`config.mk`:
```
export PLATFORM = sky130hd
export DESIGN_NAME = minibus_master_ctrl
export DESIGN_NICKNAME = d
export VERILOG_FILES = /design/src/rtl/minibus_master_ctrl.sv
export SDC_FILE = /design/constraint.sdc
export NUM_CORES = 1
export LEC_CHECK = 0
export ABC_AREA = 1
export BUFFER_PORTS_ARGS = -buffer_cell sky130_fd_sc_hd__buf_2
export CORE_MARGIN = 5
export CORE_UTILIZATION = 51
export DETAILED_ROUTE_END_ITERATION = 16
export PLACE_DENSITY = 0.86
export SETUP_SLACK_MARGIN = 0.3
export SLEW_MARGIN = 10
export SYNTH_ARGS = -nofsm -noshare
export SYNTH_HDL_FRONTEND = slang
export SYNTH_SLANG_ARGS = --single-unit
```
`constraint.sdc`:
```
create_clock -name clk -period 9.55 [get_ports clk]
set_input_delay 0.4775 -clock clk [delete_from_list [all_inputs] [get_ports clk]]
set_output_delay 0.4775 -clock clk [all_outputs]
set_load 0.02 [all_outputs]
```
`src/rtl/minibus_master_ctrl.sv`:
```
// rtl/minibus_master_ctrl.sv - single-outstanding minibus master for core load/store requests
//
// Purpose: accepts one core request at a time, checks its alignment, runs one
// minibus cycle with a wait/timeout, and returns an extended load result.
//
// Ports:
//   clk, rst        clock, asynchronous active-high reset
//   cpu_valid/ready core request handshake
//   cpu_addr/wen/width/signed/wdata  request fields (width 00 byte, 01 half, 10 word)
//   resp_valid/ready                  response handshake
//   resp_rdata/err/timeout            response payload
//   bus_sel/wen/ren/addr/width/wdata  minibus request outputs
//   bus_ack/err/rdata                 minibus slave response inputs
module minibus_master_ctrl #(
  parameter int ADDR_WIDTH     = 32,
  parameter int DATA_WIDTH     = 32,
  parameter int TIMEOUT_CYCLES = 16
) (
  input  logic                  clk,
  input  logic                  rst,
  input  logic                  cpu_valid,
  output logic                  cpu_ready,
  input  logic [ADDR_WIDTH-1:0] cpu_addr,
  input  logic                  cpu_wen,
  input  logic [1:0]            cpu_width,
  input  logic                  cpu_signed,
  input  logic [DATA_WIDTH-1:0] cpu_wdata,
  output logic                  resp_valid,
  input  logic                  resp_ready,
  output logic [DATA_WIDTH-1:0] resp_rdata,
  output logic                  resp_err,
  output logic                  resp_timeout,
  output logic                  bus_sel,
  output logic                  bus_wen,
  output logic                  bus_ren,
  output logic [ADDR_WIDTH-1:0] bus_addr,
  output logic [1:0]            bus_width,
  output logic [DATA_WIDTH-1:0] bus_wdata,
  input  logic                  bus_ack,
  input  logic                  bus_err,
  input  logic [DATA_WIDTH-1:0] bus_rdata
);

  localparam int CNT_W = (TIMEOUT_CYCLES > 2) ? $clog2(TIMEOUT_CYCLES) : 1;

  typedef enum logic [1:0] {
    S_IDLE = 2'd0,
    S_REQ  = 2'd1,
    S_RESP = 2'd2
  } state_t;

  state_t                r_state;
  state_t                w_next;

  logic [ADDR_WIDTH-1:0] r_addr;
  logic                  r_wen;
  logic [1:0]            r_width;
  logic                  r_signed;
  logic [DATA_WIDTH-1:0] r_wdata;
  logic [CNT_W-1:0]      r_cnt;
  logic [DATA_WIDTH-1:0] r_rdata;
  logic                  r_err;
  logic                  r_timeout;

  logic                  w_misaligned;
  logic                  w_bus_done;
  logic                  w_timeout_hit;
  logic [DATA_WIDTH-1:0] w_ext;

  // Width 11 is treated as a misaligned access so it is rejected without a bus cycle.
  always_comb begin
    w_misaligned = 1'b0;
    case (cpu_width)
      2'b00:   w_misaligned = 1'b0;
      2'b01:   w_misaligned = cpu_addr[0];
      2'b10:   w_misaligned = |cpu_addr[1:0];
      default: w_misaligned = 1'b1;
    endcase
  end

  assign w_bus_done    = bus_ack | bus_err;
  assign w_timeout_hit = (r_cnt == CNT_W'(TIMEOUT_CYCLES - 1));

  // Load extension uses the latched width/sign, never the live core inputs.
  always_comb begin
    w_ext = bus_rdata;
    case (r_width)
      2'b00: w_ext = r_signed ? {{(DATA_WIDTH-8){bus_rdata[7]}}, bus_rdata[7:0]}
                              : {{(DATA_WIDTH-8){1'b0}}, bus_rdata[7:0]};
      2'b01: w_ext = r_signed ? {{(DATA_WIDTH-16){bus_rdata[15]}}, bus_rdata[15:0]}
                              : {{(DATA_WIDTH-16){1'b0}}, bus_rdata[15:0]};
      default: w_ext = bus_rdata;
    endcase
  end

  // State register
  always_ff @(posedge clk or posedge rst) begin
    if (rst) begin
      r_state <= S_IDLE;
    end else begin
      r_state <= w_next;
    end
  end

  // Next-state logic
  always_comb begin
    w_next = r_state;
    case (r_state)
      S_IDLE: begin
        if (cpu_valid) begin
          w_next = w_misaligned ? S_RESP : S_REQ;
        end
      end
      S_REQ: begin
        if (w_bus_done || w_timeout_hit) begin
          w_next = S_RESP;
        end
      end
      S_RESP: begin
        if (resp_ready) begin
          w_next = S_IDLE;
        end
      end
      default: w_next = S_IDLE;
    endcase
  end

  // Request capture, wait counter and response capture
  always_ff @(posedge clk or posedge rst) begin
    if (rst) begin
      r_addr    <= '0;
      r_wen     <= 1'b0;
      r_width   <= 2'b00;
      r_signed  <= 1'b0;
      r_wdata   <= '0;
      r_cnt     <= '0;
      r_rdata   <= '0;
      r_err     <= 1'b0;
      r_timeout <= 1'b0;
    end else begin
      case (r_state)
        S_IDLE: begin
          if (cpu_valid) begin
            r_addr    <= cpu_addr;
            r_wen     <= cpu_wen;
            r_width   <= cpu_width;
            r_signed  <= cpu_signed;
            r_wdata   <= cpu_wdata;
            r_cnt     <= '0;
            r_rdata   <= '0;
            r_err     <= w_misaligned;
            r_timeout <= 1'b0;
          end
        end
        S_REQ: begin
          if (w_bus_done) begin
            // bus_err wins over a simultaneous ack; errored or store responses carry no data.
            r_err     <= bus_err;
            r_timeout <= 1'b0;
            r_rdata   <= (bus_err || r_wen) ? '0 : w_ext;
          end else if (w_timeout_hit) begin
            r_err     <= 1'b1;
            r_timeout <= 1'b1;
            r_rdata   <= '0;
          end else begin
            r_cnt <= r_cnt + CNT_W'(1);
          end
        end
        default: ;
      endcase
    end
  end

  // Outputs decoded from state and registers only
  always_comb begin
    cpu_ready    = 1'b0;
    bus_sel      = 1'b0;
    bus_wen      = 1'b0;
    bus_ren      = 1'b0;
    resp_valid   = 1'b0;
    bus_addr     = r_addr;
    bus_width    = r_width;
    bus_wdata    = r_wdata;
    resp_rdata   = r_rdata;
    resp_err     = r_err;
    resp_timeout = r_timeout;
    case (r_state)
      S_IDLE: cpu_ready = 1'b1;
      S_REQ: begin
        bus_sel = 1'b1;
        bus_wen = r_wen;
        bus_ren = ~r_wen;
      end
      S_RESP:  resp_valid = 1'b1;
      default: ;
    endcase
  end

endmodule

```
==> results of run 1 <==
cell type report:
class / instances / share of cell area [%]
sequential: 108 / 46.0
multi-input combinational: 393 / 29.2
timing repair buffer: 213 / 18.3
clock buffer: 11 / 2.41
tap: 108 / 2.30
inverter: 18 / 1.19
clock inverter: 5 / 0.639
cells by family after synthesis:
logic type | Yosys count
flops | 108
simple gates | 373
buf+inv | 50
compound gates | 19
fa+ha+maj | 1
worst reg2reg max path: cells and delay by family (launching register included):
kind,cells,cell delay [ns]
AND/OR/NAND/NOR,4,0.78
buffers and inverters,2,0.97
flip-flops,1,0.50
through the flow:
| step | power (mW) | util [%] | hold WS (ns) |
|---|---|---|---|
| floorplan | 1.26 | - | 0.484 |
| global placement | 1.50 | 64.7 | 0.450 |
| detailed placement | 1.54 | 64.7 | 0.454 |
| CTS | 1.79 | 66.7 | 0.186 |
| global route | 1.91 | 66.7 | 0.222 |
| finish | 1.77 | 66.7 | 0.172 |
flip-flops by register name (all words and copies together), names as in the netlist:
| signal | flops |
|---|---|
| r_cnt | 4 |
| r_wen | 1 |
| resp_timeout | 1 |
| bus_addr | 32 |
| resp_rdata | 32 |
| bus_width | 2 |
| resp_err | 1 |
| bus_wdata | 32 |
| r_signed | 1 |
| r_state | 2 |
placed cells by master, fill, tap and decap left out, types with 2 or more instances in the layout:
cell type     n
nor2_1       10
buf_4         3
nand2_1     249
o21ai_0      15
dfrtp_1     108
nand2_2       3
clkbuf_8     10
inv_1        16
a21oi_1       4
clkinvlp_4    2
nand3_2       2
buf_2       210
clkinv_4      2
or2_2        17
nor2_4        2
nand3_1      87
nand4_1       2
metal layers:
layer | track usage, % | routed length (um) | up-vias
met2 | 36.7 | 5890 | 232
met4 | 7.22 | 153 | 0
li1 | - | - | 2119
met5 | 0 | 0 | -
met3 | 6.54 | 1410 | 14
met1 | 29.3 | 5090 | 1971
synth_stat cells, types with 2 or more instances:
library cell  instances  area share (%)
clkbuf_1              8            0.64
nand2_1             250              20
nand4_1               2            0.27
o21ai_0              15             1.6
nand3_2               2            0.43
nand3_1              87             9.3
buf_2                11             1.2
nand2_2               2            0.27
inv_1                17             1.4
buf_4                12             1.9
a21oi_1               4            0.43
dfrtp_1             108              58
or2_2                17             2.3
nor2_1               10            0.81
worst max-delay path by stage:
stage / end / slack [ns] / cells past startpoint
2_1_floorplan: bus_addr[0] / 6.23 / 1
3_3_place_gp: bus_addr[9] / 6.97 / 5
3_5_place_dp: bus_addr[29] / 6.87 / 5
4_1_cts: bus_wdata[12] / 7.16 / 6
5_1_grt: bus_addr[6] / 6.94 / 6
6_report: bus_wdata[25] / 7.19 / 6
power breakdown:
group | total [mW] | internal [mW] | switching (mW)
logic | 0.789 | 0.242 | 0.548
clock network | 0.252 | 0.103 | 0.150
registers | 0.730 | 0.617 | 0.113
==> reports/metrics.yaml, run 1 <==
cts_tree: "done"
max_slew_margin_pct: 24.1
detail_route.wl_per_cell_um: 14.7
cp_slowest_cell: "buf_4"
critical_path_arrival_ns: 2.60
outcome: "finished clean"
nets: 850
path_cells: "nor2_4 -> buf_4 -> nand2_2 -> buf_4 -> nand2_1 -> nand2_1"
stdcell_count: 856
setup-tns-final_ns: 0
totalWireLength_um: 12600
first_pass_iters: 5
critPathKind: "flop to flop"
post-place-ws_ns: 6.87
drc: 0
vias: 4336
place_inst: 840
regArea_sq_mm: 0.00270
period_needed_ns: 2.36
final_layout_size_suffix_gt1_share_pct: 34.1
muxShareOfSynthArea_pct: 0
die_h_um: 106
powerDensity_mw_per_mm2: 302
ys_async_sr_fraction_pct: 100
holdBufCountCts: 0
r2r_end: "bus_wdata[25]"
die_x_um: 106
vias_per_cell: 5.07
critPathMaxFanout: 67
gr-total-overflow: 0
p_leak_nw: 3.55
grt_pass1_vias: 4215
rsz0062_at_grt: "false"
worstReg2RegStart: "r_state[1]"
cts_made_buffers: 9
reg2reg_depth: 6
dp_hpwl_um: 9210
crit_path_start: "r_state[1]"
cts_buffer_depth: 2
start_util_pct: 52.9
core.rowCount: 34
grt_max_degree: 68
grt_pass1_wl_um: 20600
crit_required_ns: 9.79
fin_area_sq_mm: 0.00588
ios: 211
antenna_found_initial: 0
n_antenna_cell: 0
drt_iter0_markers: 300
synth-edff-count: 0
clk_latency_ns: 0.35
endpoint_kind: "flop"
worst_setup_path_start_kind: "flop"
slew_violations: 0
skew_ns: 0.0123
rrSetupSlack_ns: 7.19
synth_nets: 658
port_buffers: 210
post_cts_buffers: 0
drtAntennaViolNets: 0
finalCritPeriodShare_pct: 24.7
hold_class: "primary input to asynchronous set/reset pin"
ys_ff_latch: 108
synthCells: 551
hold_viol: 0
placed_area_sq_mm: 0.00570
gp_congestion: 0.806
synth_fa_ha_area_share_pct: 0.269
synth_cell_types: 20
synth_top_family_by_area: "simple AND/OR/NAND/NOR gates"
h-tree-depth: 3
synth_simple_gate_area_share_pct: 34.4
drv_cap: 0
critPathMaxStageDelay_ns: 0.52
setup_violations: 0
ctsRootBufferMaster: "clkbuf_8"
seq_area_frac_synth_pct: 58.0
critPathTopFamily: "buffers and inverters"
cts.clk_slew.worst_paths_ns: 0.10
synth_warnings: 0
multiInputGateArea_sq_mm: 0.00172
worst-path-buf-inv: 2
synth_ff_type: "dfrtp_1"
post_cts_resized: 0
worstMarginPinSlew_ns: 1.14
postSynthAreaPerCell_sq_um: 8.45
synth_compound_area_share_pct: 2.04
synth_xor_area_share_pct: 0
setup_slack_ns: 7.19
peakVddDrop_v: 0.000171
area_growth_pct: 26.2
core_area_sq_mm: 0.00881
dieArea_sq_mm: 0.0111
fillers: 689
clock_sinks: 108
max_freq_mhz: 424
netlist_area_sq_mm: 0.00466
grt_usage_pct: 22.5
(Power assumes the default switching activity.)
==> run 2: changes to the inputs <==
CORE_UTILIZATION = 42   (was 51)
PLACE_DENSITY = 0.76   (was 0.86)
clock period = 2.1 ns   (was 9.55 ns; I/O delays follow)
==> reports/metrics.yaml, run 2 (synthesis gave the netlist of run 1 again) <==
endpoint_kind: "primary output"
layout_common_cells: "249 x nand2_1, 210 x buf_2, 108 x dfrtp_1"
pwr-share-comb_pct: 45.8  # +1.2 points
critPathKind: "flop to primary output"
fin_area_sq_mm: 0.00670  # +14%
cts_tree: "done"
min_to: "r_wen"
h-tree-depth: 3  # unchanged
dieArea_sq_mm: 0.0133  # +19%
grt_usage_pct: 21.3  # -1.2 points
max_freq_mhz: 586
cp_slowest_cell: "dfrtp_1"
first_pass_iters: 8  # +3
cts.clk_slew.worst_paths_ns: 0.10  # about the same
powerDensity_mw_per_mm2: 1260  # +320%
grt_busiest_layer: "met2"
skew_ns: 0.0153  # +0.00301 ns
start_util_pct: 43.0  # -9.9 points
setup_violations: 0  # unchanged
gp_congestion: 0.857  # +6.4%
critPathMaxFanout: 30  # -55%
clkPwrFrac_pct: 15.1  # +0.9 points
met2_usage_pct: 34.7  # -1.9 points
multiInputGateArea_sq_mm: 0.00173  # +0.58%
fillers: 869  # +26%
placed_area_sq_mm: 0.00580  # +1.7%
max_slew_margin_pct: 51.5  # +27 points
drtAntennaViolNets: 0  # unchanged
core_area_sq_mm: 0.0108  # +23%
setup-tns-final_ns: 0  # unchanged
switching_share_pct: 44.9  # -0.84 points
critical_path_arrival_ns: 1.60  # -1.00 ns
dp_hpwl_um: 9670  # +5.0%
final_common_cell: "nand2_1"
gr-total-overflow: 0  # unchanged
n_antenna_cell: 0  # unchanged
vias_per_cell: 4.92  # -2.8%
finalCritPeriodShare_pct: 81.2
min-delay-start: "cpu_wen"
drt_iter0_markers: 390  # +30%
grt_use_met3_pct: 5.95  # -0.59 points
hold_class: "primary input to flop"
drv_cap: 0  # unchanged
worst_hold_path.num_cells: 3
p_leak_nw: 3.89  # +9.5%
nets: 926  # +8.9%
place_inst: 878  # +4.5%
rsz0062_at_grt: "false"
critPathTopFamily: "buffers and inverters"
gr-usage-met1_pct: 27.3  # -2.0 points
grt_pass1_vias: 4729  # +12%
drc: 0  # unchanged
antenna_found_initial: 0  # unchanged
path_cells: "nor2_4 -> buf_4 -> buf_2"
stdcell_count: 964  # +13%
grt_max_degree: 59  # -13%
ctsRootBufferMaster: "clkbuf_8"
final_layout_size_suffix_gt1_share_pct: 31.6  # -2.5 points
detail_route.wl_per_cell_um: 14.9  # +1.5%
peakVddDrop_v: 0.000738  # +330%
r2r_end: "resp_rdata[26]"
worstReg2RegStart: "bus_width[1]"
outcome: "finished clean"
reg2reg_depth: 4  # -2
core.rowCount: 38  # +12%
regArea_sq_mm: 0.00270  # unchanged
die_h_um: 115  # +9.2%
worst_setup_path_start_kind: "flop"
slew_violations: 0  # unchanged
period_needed_ns: 1.71
clock_sinks: 108  # unchanged
cts_made_buffers: 9  # unchanged
crit_required_ns: 2.00  # -7.79 ns
intPower_mw: 4.64  # +380%
power_frac_seq_pct: 39.1  # -2.1 points
worst-path-buf-inv: 2  # unchanged
hold_viol: 0  # unchanged
p_switching_mw: 3.78  # +370%
ios: 211  # unchanged
cts_buffer_depth: 2  # unchanged
port_buffers: 210  # unchanged
totalWireLength_um: 14300  # +14%
area_growth_pct: 43.9
vias: 4745  # +9.4%
worstMarginPinSlew_ns: 0.728  # -0.410 ns
critPathMaxStageDelay_ns: 0.51  # about the same
die_x_um: 115  # +9.2%
clk_latency_ns: 0.36  # about the same
rrSetupSlack_ns: 0.52  # -6.67 ns
grt_pass1_wl_um: 22700  # +9.9%
run 2: worst max-delay path by stage:
stage | startpoint | slack, ns | endpoint | depth (start not counted)
after global routing | r_state[1] | 0.32 | cpu_ready | 3
final | r_state[1] | 0.39 | cpu_ready | 3
after CTS | bus_width[1] | 0.34 | resp_rdata[26] | 4
after global placement | bus_width[1] | 0.52 | resp_rdata[28] | 4
after floorplan | rst | 0.69 | bus_addr[0] | 1
after detailed placement | bus_width[1] | 0.37 | resp_rdata[26] | 4
run 2: layout make-up:
| class | count | share of cell area (%) |
|---|---|---|
| clock buffer | 13 | 2.22 |
| multi-input combinational | 393 | 25.7 |
| timing repair buffer | 289 | 27.3 |
| inverter | 18 | 1.06 |
| clock inverter | 3 | 0.691 |
| sequential | 108 | 40.3 |
| tap | 140 | 2.61 |
run 2: what timing repair did:
item | in CTS | in global routing
hold buffers | 70 | 0
buffers inserted | 0 | 0
resized for setup | 0 | 2
hold endpoints to repair | 125 | 0
endpoints found under the setup margin | 0 | 17
run 2: metal layers:
metal  wire length [um]  share of wire (%)  up-vias
met5                  0                  0        -
met4                228                1.6        0
met3               1510                 11       21
met2               6740                 47      244
met1               5870                 41     2215
li1                   -                  -     2265
run 2: power by group through the flow:
stage	sequential [mW]	clock, mW	combinational, mW
floorplan	4.09	0	1.65
finish	3.30	1.27	3.85
global route	3.39	1.39	4.24
global placement	3.27	0	3.65
detailed placement	3.30	0	3.74
CTS	3.28	1.31	3.84
run 2: worst register-to-register path, cell delays in order (launching register included):
cell,delay [ns]
dfrtp_1,0.50
inv_1,0.35
nand3_2,0.37
nand3_1,0.19
nand2_1,0.07
run 2: per-stage QoR:
step                      hold slack, ns  worst slack (ns)  util, %  total power [mW]
after global routing              0.0142             0.317     61.8              9.01
after CTS                        0.00226             0.339     61.7              8.43
after detailed placement           0.319             0.368     53.5              7.04
after global placement             0.314             0.521     53.5              6.92
after floorplan                    0.222             0.693        -              5.75
final                             0.0262             0.394     61.8              8.43
